--- src/rtl/mul_div_unit.sv ---
// ----------------------------------------------------------------------------
// mul_div_unit
//   Iterative radix-2 multiply / multiply-accumulate / divide unit for EX.
//   One shared 2*DATA_W shift register carries the product (multiply) or the
//   {remainder, quotient} pair (divide). Operands are latched as magnitudes
//   with their signs kept aside; the FIX state applies sign correction and
//   the HILO accumulate before the result is registered.
//
//   Optional feature macro: MDU_DIV_EN
//     defined   -> restoring divider built, DIV/DIVU fully supported
//     undefined -> no divide hardware; DIV/DIVU complete in one cycle with
//                  a zero result and div_zero_o low
//
// Ports
//   clk, rst_n       clock, asynchronous active-low reset
//   start_i          request a new operation (honoured only in IDLE)
//   annul_i          flush: abandon any operation, suppress result strobe
//   op_i[2:0]        000 MULT 001 MULTU 010 MADD 011 MADDU
//                    100 MSUB 101 MSUBU 110 DIV  111 DIVU
//   opa_i, opb_i     multiplicand/dividend, multiplier/divisor
//   acc_hi_i/lo_i    forwarded HILO for MADD/MSUB
//   hi_o, lo_o       registered result, held until the next result
//   result_valid_o   one-cycle result strobe
//   stall_req_o      pipeline hold request
//   div_zero_o       qualifies result_valid_o: divisor was zero
// ----------------------------------------------------------------------------
module mul_div_unit #(
    parameter int DATA_W = 32,
    parameter int CNT_W  = $clog2(DATA_W + 1)
) (
    input  logic              clk,
    input  logic              rst_n,
    input  logic              start_i,
    input  logic              annul_i,
    input  logic [2:0]        op_i,
    input  logic [DATA_W-1:0] opa_i,
    input  logic [DATA_W-1:0] opb_i,
    input  logic [DATA_W-1:0] acc_hi_i,
    input  logic [DATA_W-1:0] acc_lo_i,
    output logic [DATA_W-1:0] hi_o,
    output logic [DATA_W-1:0] lo_o,
    output logic              result_valid_o,
    output logic              stall_req_o,
    output logic              div_zero_o
);
    localparam int W2 = 2 * DATA_W;

    typedef enum logic [1:0] {S_IDLE, S_ITER, S_FIX, S_DONE} state_t;

    state_t            state_q, state_d;
    logic [CNT_W-1:0]  cnt_q, cnt_d;
    logic [2:0]        op_q, op_d;
    logic              sa_q, sa_d, sb_q, sb_d;   // operand signs (signed ops only)
    logic [W2-1:0]     acc_q, acc_d;
    logic [W2-1:0]     prod_q, prod_d;           // product or {rem, quot}
    logic [DATA_W-1:0] mreg_q, mreg_d;           // multiplicand or divisor magnitude
    logic [DATA_W-1:0] hi_q, hi_d, lo_q, lo_d;
    logic              dzr_q, dzr_d;             // div-by-zero flag of the held result
`ifdef MDU_DIV_EN
    logic              dz_q, dz_d;               // current op is a divide by zero
`endif

    // Operand magnitudes; op_i[0]=0 selects the signed variant of every op.
    logic              in_signed;
    logic [DATA_W-1:0] abs_a, abs_b;
    assign in_signed = ~op_i[0];
    assign abs_a     = (in_signed && opa_i[DATA_W-1]) ? -opa_i : opa_i;
    assign abs_b     = (in_signed && opb_i[DATA_W-1]) ? -opb_i : opb_i;

    // Shift-add step: add multiplicand into the upper half when the
    // multiplier LSB (bottom of prod_q) is set; carry feeds the shift.
    logic [DATA_W:0] mul_sum;
    assign mul_sum = {1'b0, prod_q[W2-1:DATA_W]} + (prod_q[0] ? {1'b0, mreg_q} : '0);

`ifdef MDU_DIV_EN
    // Restoring step: {rem, next dividend bit} is trial-reduced by the divisor.
    logic [DATA_W:0]   div_shl;
    logic              div_ge;
    logic [DATA_W-1:0] div_rem;
    assign div_shl = prod_q[W2-1:DATA_W-1];
    assign div_ge  = div_shl >= {1'b0, mreg_q};
    assign div_rem = div_ge ? DATA_W'(div_shl - {1'b0, mreg_q}) : div_shl[DATA_W-1:0];

    logic [DATA_W-1:0] div_quo_s, div_rem_s;
    assign div_quo_s = (~op_q[0] & (sa_q ^ sb_q)) ? -prod_q[DATA_W-1:0] : prod_q[DATA_W-1:0];
    assign div_rem_s = (~op_q[0] & sa_q) ? -prod_q[W2-1:DATA_W] : prod_q[W2-1:DATA_W];
`endif

    // Sign correction and accumulate, all modulo 2^(2*DATA_W).
    logic [W2-1:0] prod_s, fix_res;
    logic          fix_dz;
    assign prod_s = (~op_q[0] & (sa_q ^ sb_q)) ? -prod_q : prod_q;

    always_comb begin
        fix_res = prod_s;
        fix_dz  = 1'b0;
        case (op_q[2:1])
            2'b01: fix_res = acc_q + prod_s;
            2'b10: fix_res = acc_q - prod_s;
            2'b11: begin
`ifdef MDU_DIV_EN
                if (dz_q) begin
                    fix_res = {prod_q[DATA_W-1:0], {DATA_W{1'b1}}};
                    fix_dz  = 1'b1;
                end else begin
                    fix_res = {div_rem_s, div_quo_s};
                end
`else
                fix_res = '0;
`endif
            end
            default: ;
        endcase
    end

    always_comb begin
        state_d = state_q;
        cnt_d   = cnt_q;
        op_d    = op_q;
        sa_d    = sa_q;
        sb_d    = sb_q;
        acc_d   = acc_q;
        prod_d  = prod_q;
        mreg_d  = mreg_q;
        hi_d    = hi_q;
        lo_d    = lo_q;
        dzr_d   = dzr_q;
`ifdef MDU_DIV_EN
        dz_d    = dz_q;
`endif
        if (annul_i) begin
            // Flush wins everywhere; the held result is left untouched.
            state_d = S_IDLE;
        end else begin
            case (state_q)
                S_IDLE: begin
                    if (start_i) begin
                        op_d  = op_i;
                        sa_d  = in_signed & opa_i[DATA_W-1];
                        sb_d  = in_signed & opb_i[DATA_W-1];
                        acc_d = {acc_hi_i, acc_lo_i};
                        cnt_d = CNT_W'(DATA_W);
`ifdef MDU_DIV_EN
                        dz_d  = 1'b0;
`endif
                        if (op_i[2:1] == 2'b11) begin
`ifdef MDU_DIV_EN
                            if (opb_i == '0) begin
                                // Raw dividend parked in the low half for FIX.
                                dz_d    = 1'b1;
                                prod_d  = {{DATA_W{1'b0}}, opa_i};
                                state_d = S_FIX;
                            end else begin
                                mreg_d  = abs_b;
                                prod_d  = {{DATA_W{1'b0}}, abs_a};
                                state_d = S_ITER;
                            end
`else
                            hi_d    = '0;
                            lo_d    = '0;
                            dzr_d   = 1'b0;
                            state_d = S_DONE;
`endif
                        end else begin
                            mreg_d  = abs_a;
                            prod_d  = {{DATA_W{1'b0}}, abs_b};
                            state_d = S_ITER;
                        end
                    end
                end
                S_ITER: begin
                    cnt_d = cnt_q - 1'b1;
`ifdef MDU_DIV_EN
                    if (op_q[2:1] == 2'b11)
                        prod_d = {div_rem, prod_q[DATA_W-2:0], div_ge};
                    else
                        prod_d = {mul_sum, prod_q[DATA_W-1:1]};
`else
                    prod_d = {mul_sum, prod_q[DATA_W-1:1]};
`endif
                    if (cnt_q == CNT_W'(1))
                        state_d = S_FIX;
                end
                S_FIX: begin
                    hi_d    = fix_res[W2-1:DATA_W];
                    lo_d    = fix_res[DATA_W-1:0];
                    dzr_d   = fix_dz;
                    state_d = S_DONE;
                end
                default: state_d = S_IDLE;   // S_DONE: start here is ignored
            endcase
        end
    end

    always_ff @(posedge clk or negedge rst_n) begin
        if (!rst_n) begin
            state_q <= S_IDLE;
            cnt_q   <= '0;
            op_q    <= '0;
            sa_q    <= 1'b0;
            sb_q    <= 1'b0;
            acc_q   <= '0;
            prod_q  <= '0;
            mreg_q  <= '0;
            hi_q    <= '0;
            lo_q    <= '0;
            dzr_q   <= 1'b0;
`ifdef MDU_DIV_EN
            dz_q    <= 1'b0;
`endif
        end else begin
            state_q <= state_d;
            cnt_q   <= cnt_d;
            op_q    <= op_d;
            sa_q    <= sa_d;
            sb_q    <= sb_d;
            acc_q   <= acc_d;
            prod_q  <= prod_d;
            mreg_q  <= mreg_d;
            hi_q    <= hi_d;
            lo_q    <= lo_d;
            dzr_q   <= dzr_d;
`ifdef MDU_DIV_EN
            dz_q    <= dz_d;
`endif
        end
    end

    assign hi_o           = hi_q;
    assign lo_o           = lo_q;
    // A flush in DONE also swallows the strobe of the result being presented.
    assign result_valid_o = (state_q == S_DONE) && !annul_i;
    assign div_zero_o     = dzr_q && result_valid_o;
    assign stall_req_o    = ((state_q == S_IDLE) && start_i && !annul_i) ||
                            (state_q == S_ITER) || (state_q == S_FIX);

endmodule
--- config.mk ---
export PLATFORM = sky130hd
export DESIGN_NAME = mul_div_unit
export DESIGN_NICKNAME = d
export VERILOG_FILES = /design/src/rtl/mul_div_unit.sv
export SDC_FILE = /design/constraint.sdc
export NUM_CORES = 1
export LEC_CHECK = 0
export CAP_MARGIN = 30
export CORE_MARGIN = 1
export CORE_UTILIZATION = 35
export DETAILED_ROUTE_END_ITERATION = 10
export PLACE_DENSITY = 0.54
export SLEW_MARGIN = 20
export SYNTH_ARGS = -nofsm -noshare
export SYNTH_HDL_FRONTEND = slang
export SYNTH_SLANG_ARGS = --single-unit
--- constraint.sdc ---
create_clock -name clk -period 5.73 [get_ports clk]
set_clock_uncertainty 0.1 [all_clocks]
set_input_delay 0.8595 -clock clk [delete_from_list [all_inputs] [get_ports clk]]
set_output_delay 0.8595 -clock clk [all_outputs]
set_load 0.02 [all_outputs]
==> out/results.ini <==
[synth]
synth_common_cells = dfrtp_1 (237), nand2_1 (196), a21oi_1 (194)
synth_top_area_share_pct = 30.48
synth_cell_types = 102
synth_top_cell_by_area = dfrtp_1
synthFlopType = dfrtp_1
mappedNetlistNets = 2516
synth_edf_count = 0
yosysWarnings = 0
synthArstFlopShare_pct = 100.0
syn_avg_cell_area_sq_um = 8.567
synth_area_leaders = dfrtp_1 (30%), ha_1 (6.9%), xnor2_1 (6.1%)
synth_seq_cells = 237
netlist_area_sq_um = 19450
synth_cells = 2271
yosysSeqAreaShare_pct = 30.48
synth.most_common_cell = dfrtp_1

[place]
dpl.cell_count = 3422
port-buffer-count = 200
dp_hpwl_mm = 51.57
gp_congestion = 0.9647

[timing]
rsz0062_at_grt = yes
setup_viol = 0
finalMaxSlewViolations = 0
worstMarginPinSlew_ns = 0.8878
whs_ns = 0.1771
slew_headroom_pct = 40.67
fin_setup_tns_ns = 0
fin_crit_sh_pct = 96.93
fin_crit_ns = 5.554
final_hold_viol_count = 0
max_freq_mhz = 180.0

[final_layout]
nets = 2968
final_cells = 3495
syn_to_final_growth_pct = 32.88
drive_gt1_share_pct = 21.30
fillCellCount = 5372

[setup_path]
critPathMaxStageDelay_ns = 0.56
cp_slowest_cell = or4_4
r2r_slack_ns = 0.18
critPathCaptureType = flop
worst_setup_path_start_kind = flop
worstSetupPathType = reg -> reg
worstPathRequired_ns = 6.11
reg2reg_from = prod_q[0]$_DFFE_PN0P_
reg2reg_depth = 27
critPathMaxFanout = 5
cp_data_arrival_time_ns = 5.93
crit_top_cell = buf_4
r2r-end = hi_o[20]$_DFFE_PN0P_

[cts]
clk_pin_slew_ns = 0.06
cts-root-buf = clkbuf_16
cts_buffers = 31
clock_latency_ns = 0.59
postCtsHoldBufs = 0
htreeDepth = 1
clock_sinks = 237
cts_tree = done
cts_max_path_buffers = 3

[global_routing]
grt_max_degree = 140
grt_pass1_wl_mm = 102.3
grt-ovfl-total = 0
grt_pass1_vias = 18230
antenna_found_initial = 1
track_usage_pct = 22.69

[floorplanning]
ios = 202
core_area_sq_um = 54990
die_w_um = 237.8
initial_core_util_pct = 35.38
die_y_um = 237.8
fp.dieArea_sq_um = 56530
rows = 86

[routing]
wl_per_cell_um = 18.66
wl_met3_mm = 3.345
wl_met1_mm = 32.22
dr.first_iter.drc_count = 1149
wl_met2_mm = 28.33
vias = 18770
drc = 0
drt_wl_total_mm = 65.23
firstDrtPassIters = 5
postRouteAntennaNets = 0
top_layer_used = met4
viasPerCell = 5.371

[flow_run]
max_cap_violations = 0

[min_path]
hp-class = in -> async

[status]
status = completed

per-stage QoR:
step	setup slack (ns)	utilization [%]	instance area [sq um]
detailed placement	-0.2289	44.21	24310
global placement	-0.09934	44.19	24300
finish	0.1756	47.02	25850
global route	-0.1011	47.02	25850
CTS	-0.03053	46.05	25320
floorplan	-0.02987	-	19460
cell usage in the layout (no fill, tap or decap), types with 105 or more instances in the layout:
| cell type | n |
|---|---|
| xor2_1 | 119 |
| ha_1 | 105 |
| xnor2_1 | 133 |
| buf_4 | 338 |
| dfrtp_1 | 237 |
| a21oi_1 | 179 |
| nor2_1 | 177 |
| clkdlybuf4s50_1 | 199 |
| o21ai_0 | 149 |
| nand2_1 | 195 |
critical path, delay by kind of cell, from the launching register on:
kind,cells,cell delay [ns]
xor+xnor,2,0.36
simple gates,8,1.58
buf+inv,6,0.79
fa+ha+maj,2,0.44
compound gates,9,1.77
flops,1,0.39
state kept, by name (all words and copies together) (netlist names):
signal,count
acc_q,64
prod_q,64
hi_o,32
lo_o,32
mreg_q,32
cnt_q,6
op_q,3
state_q,2
sa_q,1
sb_q,1
area by class of cell:
type	count	area [sq um]	share of cell area, %
clock inverter	16	152.6	0.5905
antenna	1	2.502	0.009680
inverter	64	240.2	0.9292
timing repair buffer	542	4607	17.82
tap	748	935.9	3.620
sequential	237	5931	22.94
multi-input combinational	1847	13150	50.88
clock buffer	40	829.5	3.209
worst max path at each step:
stage | startpoint | end | slack [ns] | cells after the start
floorplan | prod_q[0]$_DFFE_PN0P_ | hi_o[11]$_DFFE_PN0P_ | -0.03 | 24
global placement | prod_q[1]$_DFFE_PN0P_ | hi_o[31]$_DFFE_PN0P_ | -0.1 | 24
detailed placement | prod_q[0]$_DFFE_PN0P_ | hi_o[31]$_DFFE_PN0P_ | -0.23 | 24
CTS | prod_q[0]$_DFFE_PN0P_ | hi_o[31]$_DFFE_PN0P_ | -0.03 | 26
global route | prod_q[1]$_DFFE_PN0P_ | hi_o[25]$_DFFE_PN0P_ | -0.10 | 27
finish | prod_q[0]$_DFFE_PN0P_ | hi_o[20]$_DFFE_PN0P_ | 0.18 | 27
kinds of logic (layout without fill, tap and decap cells):
| kind of cell | after synthesis | count (layout) | share of synthesized area (%) |
|---|---|---|---|
| other | 1 | 2 | 0.01928 |
| XOR/XNOR | 256 | 256 | 11.56 |
| adder cells (fa/ha/maj) | 110 | 110 | 7.152 |
| AO/OA/AOI/OAI | 709 | 709 | 23.72 |
| multiplexers | 72 | 72 | 4.142 |
| buffers and inverters | 187 | 662 | 4.245 |
| flip-flops | 237 | 237 | 30.48 |
| AND/OR/NAND/NOR | 699 | 699 | 18.68 |
layer usage:
metal  track usage (%)  vias to the layer above
met4             5.220                        0
li1                  -                     9242
met5                 0                        -
met2             35.20                      471
met1             33.42                     8981
met3             2.636                       78
what timing repair did:
action,4_1_cts,5_1_grt
resized for setup,7,93
pin swaps,1,41
buffers inserted,0,15
endpoints found under the setup margin,13,32
Power is left out: the tool's default activity adds up to more than one toggle a clock period on the data nets, which glitch-free logic cannot reach.
